**src/rtl/sdram_pkg.sv**
```systemverilog
// ---------------------------------------------------------------------------
// sdram_pkg
// Shared types and constants for the SDRAM request client.
//   state_t   : client FSM states (IDLE / SYNC / REQ / WAIT)
//   byte_en_t : two-bit byte-enable, bit 1 selects the upper byte
//   DS_WORD   : byte-enable value for a full 16-bit access
// ---------------------------------------------------------------------------
package sdram_pkg;

    typedef enum logic [1:0] {
        IDLE = 2'd0,
        SYNC = 2'd1,
        REQ  = 2'd2,
        WAIT = 2'd3
    } state_t;

    typedef logic [1:0] byte_en_t;

    localparam byte_en_t DS_WORD = 2'b11;

endpackage

```
**src/rtl/sdram_req_client.sv**
```systemverilog
// ---------------------------------------------------------------------------
// sdram_req_client
// Host-side client for a toggle-handshake SDRAM controller port. A one-cycle
// host read or write strobe is latched into registered request fields and
// announced by toggling mem_req. The request is finished when mem_req_ack
// equals mem_req. Reads then wait READ_DELAY further cycles before sampling
// mem_dout into host_dout.
//
// Optional feature: define SDRAM_CLIENT_CACHE_EN to add a one-entry read
// cache. A read hitting a valid entry answers on the next cycle without any
// memory request. Without the macro every read goes to memory.
//
// Parameters
//   READ_DELAY   : cycles from the ack-match cycle to valid mem_dout (0..15)
// Ports
//   clk          : clock, all logic on the rising edge
//   init_n       : synchronous active-low reset
//   host_addr    : word address of the host access
//   host_din     : host write data
//   host_ds      : host byte enables (bit 1 = upper byte)
//   host_rd      : one-cycle read strobe
//   host_wr      : one-cycle write strobe (wins over a same-cycle read)
//   host_dout    : read data, held until the next read completes
//   host_valid   : one-cycle pulse when host_dout has been updated
//   host_busy    : strobes are ignored while high
//   mem_addr     : registered request address
//   mem_din      : registered write data
//   mem_ds       : registered byte enables (all ones for reads)
//   mem_we       : registered write flag
//   mem_req      : toggle request to the controller
//   mem_req_ack  : toggle acknowledge from the controller
//   mem_dout     : read data from the controller's port register
// ---------------------------------------------------------------------------
module sdram_req_client
    import sdram_pkg::*;
#(
    parameter int READ_DELAY = 5
) (
    input  logic        clk,
    input  logic        init_n,
    input  logic [23:1] host_addr,
    input  logic [15:0] host_din,
    input  logic [1:0]  host_ds,
    input  logic        host_rd,
    input  logic        host_wr,
    output logic [15:0] host_dout,
    output logic        host_valid,
    output logic        host_busy,
    output logic [23:1] mem_addr,
    output logic [15:0] mem_din,
    output logic [1:0]  mem_ds,
    output logic        mem_we,
    output logic        mem_req,
    input  logic        mem_req_ack,
    input  logic [15:0] mem_dout
);

    state_t      state;
    state_t      next_state;
    logic [3:0]  wait_cnt;
    logic        req_done;
    logic        accept_wr;
    logic        accept_rd;
    logic        cache_hit;

    // The handshake is level-compared, so a stale or spurious ack edge only
    // matters in states that are actually waiting for a match.
    assign req_done  = (mem_req_ack == mem_req);
    assign accept_wr = (state == IDLE) && host_wr;
    assign accept_rd = (state == IDLE) && host_rd && !host_wr;

`ifdef SDRAM_CLIENT_CACHE_EN
    logic [23:1] cache_tag;
    logic [15:0] cache_data;
    logic        cache_valid;

    assign cache_hit = cache_valid && (cache_tag == host_addr);
`else
    assign cache_hit = 1'b0;
`endif

    // State register. Reset lands in SYNC so that an acknowledge still in
    // flight from before the reset is drained before a new request is issued.
    always_ff @(posedge clk) begin
        if (!init_n) begin
            state <= SYNC;
        end else begin
            state <= next_state;
        end
    end

    // Next-state logic.
    always_comb begin
        next_state = state;
        case (state)
            SYNC: begin
                if (req_done) begin
                    next_state = IDLE;
                end
            end
            IDLE: begin
                if (accept_wr || (accept_rd && !cache_hit)) begin
                    next_state = REQ;
                end
            end
            REQ: begin
                if (req_done) begin
                    next_state = mem_we ? IDLE : WAIT;
                end
            end
            WAIT: begin
                if (wait_cnt == 4'd0) begin
                    next_state = IDLE;
                end
            end
            default: next_state = SYNC;
        endcase
    end

    // Output logic: the client is busy whenever it is not idle, which makes
    // busy rise together with the request toggle and fall together with the
    // read-data pulse.
    always_comb begin
        host_busy = (state != IDLE);
    end

    // Request fields, read-data path, delay counter and optional cache.
    // A read always asks for the whole word; the host picks its bytes.
    always_ff @(posedge clk) begin
        if (!init_n) begin
            mem_req     <= 1'b0;
            mem_addr    <= '0;
            mem_din     <= '0;
            mem_ds      <= '0;
            mem_we      <= 1'b0;
            host_dout   <= '0;
            host_valid  <= 1'b0;
            wait_cnt    <= '0;
`ifdef SDRAM_CLIENT_CACHE_EN
            cache_tag   <= '0;
            cache_data  <= '0;
            cache_valid <= 1'b0;
`endif
        end else begin
            host_valid <= 1'b0;
            case (state)
                IDLE: begin
                    if (accept_wr) begin
                        mem_addr <= host_addr;
                        mem_din  <= host_din;
                        mem_ds   <= host_ds;
                        mem_we   <= 1'b1;
                        mem_req  <= ~mem_req;
`ifdef SDRAM_CLIENT_CACHE_EN
                        if (cache_tag == host_addr) begin
                            cache_valid <= 1'b0;
                        end
`endif
                    end else if (accept_rd) begin
                        if (cache_hit) begin
`ifdef SDRAM_CLIENT_CACHE_EN
                            host_dout  <= cache_data;
                            host_valid <= 1'b1;
`endif
                        end else begin
                            mem_addr <= host_addr;
                            mem_din  <= host_din;
                            mem_ds   <= DS_WORD;
                            mem_we   <= 1'b0;
                            mem_req  <= ~mem_req;
                        end
                    end
                end
                REQ: begin
                    if (req_done && !mem_we) begin
                        wait_cnt <= 4'(READ_DELAY);
                    end
                end
                WAIT: begin
                    if (wait_cnt == 4'd0) begin
                        host_dout  <= mem_dout;
                        host_valid <= 1'b1;
`ifdef SDRAM_CLIENT_CACHE_EN
                        cache_tag   <= mem_addr;
                        cache_data  <= mem_dout;
                        cache_valid <= 1'b1;
`endif
                    end else begin
                        wait_cnt <= wait_cnt - 4'd1;
                    end
                end
                default: begin
                end
            endcase
        end
    end

endmodule

```
**config.mk**
```make
export PLATFORM = sky130hd
export DESIGN_NAME = sdram_req_client
export DESIGN_NICKNAME = d
export VERILOG_FILES = /design/src/rtl/sdram_pkg.sv /design/src/rtl/sdram_req_client.sv
export SDC_FILE = /design/constraint.sdc
export NUM_CORES = 1
export LEC_CHECK = 0
export CAP_MARGIN = 20
export CORE_UTILIZATION = 61
export CTS_CLUSTER_DIAMETER = 100
export CTS_CLUSTER_SIZE = 28
export DETAILED_ROUTE_END_ITERATION = 7
export DONT_BUFFER_PORTS = 1
export GPL_TIMING_DRIVEN = 0
export PLACE_DENSITY = 0.78
export SLEW_MARGIN = 15
export SYNTH_ARGS = -nofsm -noshare
export SYNTH_HDL_FRONTEND = slang
export SYNTH_SLANG_ARGS = --single-unit
```
**constraint.sdc**
```tcl
create_clock -name clk -period 1.92 [get_ports clk]
set_input_delay 0 -clock clk [delete_from_list [all_inputs] [get_ports clk]]
set_output_delay 0 -clock clk [all_outputs]
set_load 0.1 [all_outputs]
```
### After elaboration in Yosys (flattened, before gate mapping)

Index checks and enable logic that the tools add are counted.

* add/subtract/negate cells: 1
* equality and inequality tests: 10
* mux-type cells: 20
* bitwise operators: 1
* reductions and logical operators: 17

Operators with widths (number)
* 2-to-1 mux 23 bit: 2
* 2-to-1 mux 16 bit: 2
* 2-to-1 mux 2 bit: 7
* inequality test 2 bit (second input constant): 5
* 2-to-1 mux 4 bit: 2
* one-hot mux 2 bit (4 select lines): 1
* one-hot mux 4 bit (2 select lines): 1
* AND reduction 2 bit: 3
* nonzero test 2 bit: 3
* 2-to-1 mux 1 bit: 5
* == test 2 bit (second input constant): 2
* logical AND 1 bit: 4
* logical NOT 4 bit: 1
* AND reduction 4 bit: 1
* subtractor 4 x 1 -> 4 bit (second input constant): 1
* AND reduction 3 bit: 1
* == test 2 x 1 -> 1 bit (second input constant): 1
* logical NOT 1 bit: 2
* logical NOT 2 bit: 1
* inequality test 2 x 1 -> 1 bit (second input constant): 1
* == test 1 bit: 1
* logical OR 1 bit: 1
* inverter 1 bit: 1

* bits in registers: 66
* output and inout port bits: 61
* word-level logic and storage cells: 58

### Depth between registers and ports, before layout

* depth in word-level cells: 6
* gate-level depth with buffers: 6

### Least setup slack after synthesis

OpenSTA, ideal clock, no wires.

* path kind: register to register
* start point: register mem_req
* end point: register wait_cnt[1]
* setup time: 116 ps
* data arrival time: 1679 ps
* required time: 1804 ps
* slack: 125 ps
* cell stages (with the launch flop): 4
* clock period less this slack: 1795 ps
* cell sequence: dfxtp_1 -> xnor2_1 -> nand3_1 -> a41o_1

* cells in the longest elaborated chain, start to end: 4

Ends and longest elaborated chain
* start, declared: line sdram_req_client.sv:53 `output logic mem_req,`
* start signal, assigned: line sdram_req_client.sv:153 `mem_req <= ~mem_req;`
* start signal, assigned: line sdram_req_client.sv:170 `mem_req <= ~mem_req;`
* == test 1 bit: line sdram_req_client.sv:68 `assign req_done = (mem_req_ack == mem_req);`
* logical AND 1 bit: line sdram_req_client.sv:175 `if (req_done && !mem_we) begin`
* inequality test 2 bit (no line)
* AND reduction 3 bit (no line)
* end signal, assigned: line sdram_req_client.sv:176 `wait_cnt <= 4'(READ_DELAY);`
* end signal, assigned: line sdram_req_client.sv:189 `wait_cnt <= wait_cnt - 4'd1;`
* end, declared: line sdram_req_client.sv:60 `logic [3:0] wait_cnt;`

No other way between the ends.
A chain may end at the register's enable or synchronous reset.

### Worst setup path after layout

* start point: register state[0]
* end point: register mem_ds[1]

* cells in the longest elaborated chain, start to end: 5
* elaborated cells on any way between the ends: 7
* classes of those cells: mux: 1; reduce/logical: 6

Ends and longest elaborated chain
* start, declared: line sdram_req_client.sv:58 `state_t state;`
* start signal, assigned: line sdram_req_client.sv:88 `state <= next_state;`
* logical NOT 2 bit *: line sdram_req_client.sv:69, sdram_req_client.sv:70, sdram_req_client.sv:146
* logical AND 1 bit (2 in a row): line sdram_req_client.sv:70 `assign accept_rd = (state == IDLE) && host_rd && !host_wr;`
* nonzero test 2 bit (no line)
* AND reduction 2 bit (no line)
* end signal, assigned: line sdram_req_client.sv:151 `mem_ds <= host_ds;`
* end, declared: line sdram_req_client.sv:51 `output logic [1:0] mem_ds,`

Mark *: on every way between the ends. The rest lies on a longest branch, timed or not.

==> results.md <==
* Outcome: finished clean
* R2r setup slk at 80 ps
* Max_cap viols at 0
* DRT antenna net count at 0
* Final RePlAce weighted congestion at 0.793
* Fraction of layout instances using a drive strength above 1 at 9.51%
* Post-Layout Cell Count at 439
* Core area at 0.00406 sq mm
* Slew margin rel. at 28.7%
* All-Layer GR Usage at 35.9%
* Arr. time, crit path at 2080 ps
* Hold Crit Start: mem_req_ack
* WL met1 at 3180 microns
* DR WL/cell at 18.7 microns
* Placed cells at 360
* Die height at 67.5 microns
* Worst setup SP type: flop
* Ports at 123
* Min Tclk post-route at 1840 ps
* DP Wirelength at 4440 microns
* Power Internal at 2.54 mW
* CP cell instances: buf_2 -> nor2_4 -> buf_6 -> nand2_1 -> o221a_1 -> dlygate4sd3_1
* CTS clk-pin slew, worst paths at 70 ps
* Yosys warns at 0
* Fin crit share at 95.7%
* Dpl ws at -68.5 ps
* Layout Skew at 5.47 ps
* Met3 WL post-DR at 701 microns
* CP top delay family: buffers and inverters
* Met2 routed WL at 4050 microns
* H-tree Lvls at 3
* Max Slew Vio Count at 0
* Final setup fails at 0
* Max IR drop VDD at 1.03 mV
* Synth unique cells at 33
* CP Capture Type: flop
* Vias/cell at 6.25
* Sw Share at 47.7%
* HP Class: primary input to flop
* Largest net degree at the start of global routing at 11
* CTS Buf Count at 9
* Syn_nets at 373
* Power Dens Cells at 1380 mW/mm^2
* Power share of the combinational group at 20.1%
* Final antenna diode count at 0
* Mapped Cells at 310
* Initial Util at 64.5%
* Crit-path max FO at 10
* Grt total ovfl at 0
* Clk root buf: clkbuf_8
* Sequential element share of the synthesized area at 50.5%
* Timing-limited maximum frequency at 544 MHz
* Slowest stage delay, CP at 560 ps
* Clk Latency, worst-skew pair at 350 ps
* RR Startpoint: state[0]$_SDFFE_PN1P_
* Number of port buffers at 0
* Die W at 67.5 microns
* Final setup TNS at 0 ps
* # rows at 23
* Data required, critical path at 2160 ps
* Hold Path Cell Cnt at 3
* Via Count at 2742
* Final Worst Setup Slack at 82.7 ps
* LEAKAGE at 1.28 nW
* Hold Path Sink: state[1]$_SDFFE_PN0P_
* Max Buffers Root-to-Sink at 2
* FF+latch count, synth at 66
* Die area at 0.00455 sq mm
* First-pass GRT wire length at 11900 microns
* CTS tree: built
* Initial antenna violation count at 0
* Synthesized cell area at 0.00262 sq mm
* Worst Tran Pin Value at 1070 ps
* WP buf/inv at 3
* DR iter-0 viols at 199
* DRC at 0
* Mean Syn Cell Area at 8.44 sq um
* Worst hold slack at 106 ps
* P&R area growth vs syn at 34.1%
* Critical R2R Capture: mem_ds[1]$_SDFFE_PN0P_
* Final hold vios at 0
* DRT Wirelength at 8200 microns
* Critical path type: flop to flop
* Final nets at 448
* NetSw at 2.32 mW
* Uppermost layer routed: met4
* CTS sink count at 66
* Most frequent cells in the layout: dfxtp_1 (63), dlygate4sd3_1 (62), a21oi_1 (58)
* R2R depth at 6
* Commonest non-fill, non-tap cell in the layout: dfxtp_1
* Slowest CP cell: dlygate4sd3_1
* Clk pwr share at 23.4%
* Sequential share of power at 56.5%
* TritonRoute pass-1 iters at 4
* Vias in the first global route at 2539
-- timing repair --
action | CTS | global route
cloned | 0 | 0
hold endpoints to repair | 62 | 0
resized for setup | 1 | 5
hold buffers | 62 | 0
setup buffers | 0 | 2
pin swaps | 0 | 1
setup endpoints to repair | 4 | 2
-- registers in the layout, summed over array words and instances, names as in the netlist --
register	count
mem_addr	23
host_dout	16
mem_din	16
wait_cnt	4
mem_ds	2
state	2
host_valid	1
mem_req	1
mem_we	1
-- stage by stage --
stage	instance area, sq um	utilization [%]	total power [mW]
2_1_floorplan	2620	-	3.37
3_3_place_gp	2680	66.0	3.53
3_5_place_dp	2680	66.0	3.55
4_1_cts	3490	85.9	4.77
5_1_grt	3510	86.5	5.02
6_report	3510	86.5	4.86
-- cell type report --
type | instances | area, sq um
sequential | 66 | 1330
fill | 241 | 548
tap | 50 | 62.6
multi-input combinational | 206 | 1130
buffer | 31 | 146
timing repair buffer | 64 | 636
clock buffer | 12 | 145
clock inverter | 3 | 40.0
inverter | 7 | 26.3
-- worst max-delay path by stage --
| stage | startpoint | end | slack (ps) | cells after the start |
|---|---|---|---|---|
| after floorplan | mem_req$_SDFFE_PN0P_ | wait_cnt[1]$_SDFFE_PN0P_ | 130 | 3 |
| after global placement | mem_req$_SDFFE_PN0P_ | wait_cnt[1]$_SDFFE_PN0P_ | -40 | 3 |
| after detailed placement | mem_req$_SDFFE_PN0P_ | wait_cnt[1]$_SDFFE_PN0P_ | -70 | 3 |
| after CTS | state[0]$_SDFFE_PN1P_ | mem_ds[1]$_SDFFE_PN0P_ | 50 | 6 |
| after global routing | state[0]$_SDFFE_PN1P_ | mem_ds[0]$_SDFFE_PN0P_ | -7 | 6 |
| final | state[0]$_SDFFE_PN1P_ | mem_ds[1]$_SDFFE_PN0P_ | 80 | 6 |
-- synthesized netlist by cell type (all sizes together) --
master   count  area [sq um]
a21oi       58           290
a221oi       2          23.8
a2bb2oi      1          15.0
a31oi        1          6.26
a41o         1          10.0
and2         1          6.26
buf         19          95.1
clkbuf      12          45.0
dfxtp       66          1320
ha           1          12.5
inv          7          26.3
mux2i        1          10.0
nand2        5          18.8
nand3       57           285
nor2         4          22.5
nor3         1          5.00
nor3b        1          18.8
nor4         2          12.5
o211a        1          10.0
o211ai       1          7.51
o21a         1          7.51
o21ai       58           290
o221a        2          22.5
or2          1          6.26
or3          2          12.5
or3b         1          8.76
xnor2        3          26.3
-- power by group through the flow --
stage / combinational (mW) / sequential [mW] / clock, mW
after floorplan: 0.643 / 2.73 / 0
after global placement: 0.768 / 2.76 / 0
after detailed placement: 0.789 / 2.76 / 0
after CTS: 0.905 / 2.74 / 1.13
after global routing: 1.06 / 2.76 / 1.19
final: 0.977 / 2.75 / 1.14
-- metal layers --
layer | up-vias | GRT usage, %
met2 | 138 | 59.9
met4 | 0 | 16.0
li1 | 1262 | -
met5 | - | 0
met1 | 1314 | 38.6
met3 | 28 | 16.6
-- logic make-up after synthesis --
family | share of synthesized area, %
AO/OA/AOI/OAI | 26.1
AND/OR/NAND/NOR | 15.2
flip-flops | 50.5
buffers and inverters | 6.36
XOR/XNOR | 1.00
multiplexers | 0.383
adder cells (fa/ha/maj) | 0.478
-- worst min-delay path, stage by stage --
cell	delay (ps)
xnor2_1	120
mux2i_1	170
a221oi_1	110
Power figures use the tool's default switching activity.
